<file path="src/rtl/uart_transmitter_controller.sv">
// Response serializer: queues an ALU result (2 bytes, LSB first) or a register read (1 byte) for a byte-wide UART TX.
// Optional drop_count output is enabled by defining UART_TX_DROP_COUNTER_EN.
//
//   state       | meaning
//   IDLE        | no response pending, strobes accepted
//   SEND        | one-cycle tx_data_valid request for the indexed byte
//   WAIT_ACCEPT | waiting for the UART to raise tx_busy
//   WAIT_DONE   | waiting for tx_busy to fall, then next byte or IDLE
module uart_transmitter_controller #(
  parameter int DATA_WIDTH = 8
) (
  input  logic                    clk,
  input  logic                    reset,
  input  logic [2*DATA_WIDTH-1:0] alu_out,
  input  logic                    alu_out_valid,
  input  logic [DATA_WIDTH-1:0]   read_data,
  input  logic                    read_data_valid,
  input  logic                    tx_busy,
  output logic [DATA_WIDTH-1:0]   tx_data,
  output logic                    tx_data_valid,
  output logic                    busy,
  output logic                    response_dropped
`ifdef UART_TX_DROP_COUNTER_EN
  ,
  output logic [7:0]              drop_count
`endif
);

  typedef enum logic [1:0] {
    IDLE        = 2'd0,
    SEND        = 2'd1,
    WAIT_ACCEPT = 2'd2,
    WAIT_DONE   = 2'd3
  } state_t;

  state_t                  state_q, state_d;
  logic [2*DATA_WIDTH-1:0] buf_q, buf_d;
  logic                    idx_q, idx_d;
  logic [1:0]              total_q, total_d;
  logic                    drop_q, drop_d;

  always_ff @(posedge clk or posedge reset) begin
    if (reset) begin
      state_q <= IDLE;
      buf_q   <= '0;
      idx_q   <= 1'b0;
      total_q <= 2'd0;
      drop_q  <= 1'b0;
    end else begin
      state_q <= state_d;
      buf_q   <= buf_d;
      idx_q   <= idx_d;
      total_q <= total_d;
      drop_q  <= drop_d;
    end
  end

  always_comb begin
    state_d = state_q;
    buf_d   = buf_q;
    idx_d   = idx_q;
    total_d = total_q;
    // Only IDLE accepts; there a simultaneous read strobe loses to the ALU result.
    if (state_q == IDLE) begin
      drop_d = alu_out_valid & read_data_valid;
    end else begin
      drop_d = alu_out_valid | read_data_valid;
    end
    case (state_q)
      IDLE: begin
        if (alu_out_valid) begin
          buf_d   = alu_out;
          total_d = 2'd2;
          idx_d   = 1'b0;
          state_d = SEND;
        end else if (read_data_valid) begin
          buf_d   = {{DATA_WIDTH{1'b0}}, read_data};
          total_d = 2'd1;
          idx_d   = 1'b0;
          state_d = SEND;
        end
      end
      SEND: begin
        state_d = WAIT_ACCEPT;
      end
      WAIT_ACCEPT: begin
        if (tx_busy) begin
          state_d = WAIT_DONE;
        end
      end
      WAIT_DONE: begin
        if (!tx_busy) begin
          if (({1'b0, idx_q} + 2'd1) < total_q) begin
            idx_d   = 1'b1;
            state_d = SEND;
          end else begin
            state_d = IDLE;
          end
        end
      end
      default: begin
        state_d = IDLE;
      end
    endcase
  end

  assign tx_data_valid    = (state_q == SEND);
  assign busy             = (state_q != IDLE);
  assign response_dropped = drop_q;
  assign tx_data          = !busy ? '0 :
                            idx_q ? buf_q[2*DATA_WIDTH-1:DATA_WIDTH] :
                                    buf_q[DATA_WIDTH-1:0];

`ifdef UART_TX_DROP_COUNTER_EN
  always_ff @(posedge clk or posedge reset) begin
    if (reset) begin
      drop_count <= 8'd0;
    end else if (drop_q && (drop_count != 8'hFF)) begin
      drop_count <= drop_count + 8'd1;
    end
  end
`endif

endmodule

</file>
<file path="config.mk">
export PLATFORM = sky130hd
export DESIGN_NAME = uart_transmitter_controller
export DESIGN_NICKNAME = d
export VERILOG_FILES = /design/src/rtl/uart_transmitter_controller.sv
export SDC_FILE = /design/constraint.sdc
export NUM_CORES = 1
export LEC_CHECK = 0
export ABC_AREA = 1
export CORE_ASPECT_RATIO = 0.9
export CORE_UTILIZATION = 35
export CTS_CLUSTER_SIZE = 16
export DETAILED_ROUTE_END_ITERATION = 10
export MAX_ROUTING_LAYER = met4
export PLACE_DENSITY = 0.68
export SYNTH_ARGS = -nofsm -noshare
export SYNTH_HDL_FRONTEND = slang
export SYNTH_SLANG_ARGS = --single-unit
</file>
<file path="constraint.sdc">
create_clock -name clk -period 1.85 [get_ports clk]
set_input_delay 0.185 -clock clk [delete_from_list [all_inputs] [get_ports clk]]
set_output_delay 0.185 -clock clk [all_outputs]
set_load 0.02 [all_outputs]
</file>
==> impl_results.md <==
- Post-route insts no fill: 242
- Site row count: 20
- Vias per std cell: ~4.8
- Clk_lat worst skew: approximately 0.25 ns
- Final net count: between 200 and 250
- Mapped Cells: 151
- Remaining DRCs: 0
- Syn Std Cell Area: ~0.0012 mm²
- DR vias: approximately 1200
- Initial drt markers: 64
- WS Path Type: reg2out
- Placed Area: ~0.0017 mm²
- Clock buffer depth: 2
- CTS sink count: 22
- Root buf cell: clkbuf_8
- Largest net degree at the start of global routing: 23
- Max-slew violation count: 0
- Worst-case vdd ir drop: about 510 µV
- Maxcap violations: 0
- Max FO, Critical Path: 3
- Num CTS Buffers: 3
- Routed WL: about 2900 µm
- IO buf count: 39
- Startpoint types: register
- Pre-CTS WS: about 0.0013 ns
- Rel. slew slack: between 80% and 90%
- Leakage: between 0.8 and 0.9 nW
- Placer Congestion: 0.790
- Period utilization: between 90% and 100%
- Setup tns final: 0 ns
- Synth-to-Final Area Change: 39.9%
- Antenna Nets Post-Route: 0
- Worst min path class: in2async
- Syn_nets: between 150 and 200
- Finished Cell Area: between 0.0015 and 0.002 mm²
- Register area share after synthesis: 44.1%
- Total iterations of the first detailed-routing run: 4
- First-pass GRT wire length: a little under 5000 µm
- Diode count: 0
- CTS tree: built
- Die Span Y: 58.7 µm
- Avg Cell Area, Syn: 8.27 µm²
- Clock Skews: 0.00150 ns
- Gr ovfl total: 0
- Final hold slack: between 0.2 and 0.3 ns
- Worst slew pin tran: ~0.28 ns
- Final setup viols: 0
- Number of global-route vias before repair: ~1200
- Synth unique cells: 20
- GR Util All Layers: 17.0%
- FMAX: slightly below 0.6 GHz
- Clk slew on worst S/H paths: 0.08 ns
- H-tree depth: 1
- Status: finished clean
- Setup crit end kind: primary output
- Core Box Area: about 0.0034 mm²
- Hold buffers post-CTS: 0
- Cell Pwr Density: 1520 mW/mm²
- Share of cells above drive strength 1: around 18%
- Fin crit period: approximately 1.7 ns
- Yosys warns: 0
- DR WL/cell: between 10 and 15 µm
- Post-Place Cells: ~240
- Initial core utilization: roughly 37%
- Dpl hpwl: 2250 µm
- Setup ws final: around 0.12 ns
- Critical Path RT: about 1.7 ns
- Die X: around 65 µm
- Die area: ~0.0038 mm²
- Register bit total from synthesis: 22
- RSZ-0062 raised after global routing: false
- Antenna violations before repair: 0
- Io pins: 40
- Crit path DAT: between 1.5 and 2 ns
- Count of final hold-check violations: 0
report_power, final:
part           switching, mW  total (mW)  internal (mW)
Combinational          0.913        1.53          0.613
Sequential            0.0914       0.798          0.706
Clock                  0.148       0.337          0.189
sequential cells by signal (all words and copies together) (netlist names):
signal	count
state_q	2
idx_q	1
buf_q	16
total_q	2
response_dropped	1
layout by cell type, fill, tap and decap left out, types with 3 or more instances in the layout:
master           synthesis  routed
dfrtp_1                 22      22
clkdlybuf4s50_1          0      30
nand2_1                 23      23
clkbuf_2                 0       8
o21ai_0                 17      17
or2_2                    3       3
ha_1                     5       5
o21ai_1                  6       6
clkbuf_8                 0       4
o21ai_2                  4       4
a21oi_1                  8       8
o211ai_1                 3       3
nand3_1                 11      11
buf_4                    1      10
nor2_1                  16      16
inv_1                   15      15
o21a_1                   6       6
repair_timing:
item | in CTS | in global routing
endpoints found under the hold margin | 0 | 0
buffers inserted | 0 | 0
setup endpoints to repair | 9 | 8
pin swaps | 0 | 0
gates resized for setup | 11 | 14
cell families after synthesis:
kind of cell / synth area share (%)
AO/OA/AOI/OAI: 20.6
flip-flops: 44.1
buffers and inverters: 9.62
AND/OR/NAND/NOR: 20.6
adder cells (fa/ha/maj): 5.01
critical path, cell delays in order, from the launching register on:
cell and delay, ns:
dfrtp_1 0.38, inv_1 0.07, buf_4 0.12, ha_1 0.13
clkdlybuf4s50_1 0.59
Yosys cell counts, drive strengths merged:
master | number | area (µm²)
o21ai | 27 | 150
nand2 | 24 | 92.6
dfrtp | 22 | 551
nor2 | 18 | 91.3
inv | 17 | 63.8
nand3 | 11 | 55.1
a21oi | 8 | 40.0
buf | 7 | 56.3
o21a | 6 | 45.0
ha | 5 | 62.6
o211ai | 3 | 22.5
or2 | 3 | 18.8
final timing paths:
path | start | endpoint | slack, ns | cells after the start
worst max-delay path | state_q[1] | tx_data_valid | 0.12 | 4
worst min-delay path | reset | buf_q[13] | 0.27 | 3
worst max register to register | state_q[0] | buf_q[6] | 0.38 | 7
worst min register to register | buf_q[0] | buf_q[0] | 0.49 | 1
max in group asynchronous | reset | state_q[1] | 1.36 | 3
min in group clk | alu_out[14] | buf_q[14] | 0.48 | 3
layer usage:
layer  vias to the layer above  track usage, %  part of all wire, %  routed length, µm
met2                        25            30.2                   50               1440
met3                         2            2.13                  3.6                104
met5                         -               -                    0                  0
li1                        592               -                    -                  -
met4                         0            5.71                 0.69                 20
met1                       547            19.7                   46               1310
area by class of cell:
cell class	instances	area, µm²
well taps	44	55.1
fillers	330	1660
repair buffers	50	444
inverters	17	63.8
clock buffers	4	55.1
flip-flops and latches	22	551
multi-input cells	105	578
through the flow:
| stage | util [%] | total power [mW] |
|---|---|---|
| 2_1_floorplan | - | 1.82 |
| 3_3_place_gp | 50.9 | 2.43 |
| 3_5_place_dp | 50.9 | 2.49 |
| 4_1_cts | 52.3 | 2.72 |
| 5_1_grt | 51.3 | 2.89 |
| 6_report | 51.3 | 2.66 |
Power figures use the tool's default switching activity.
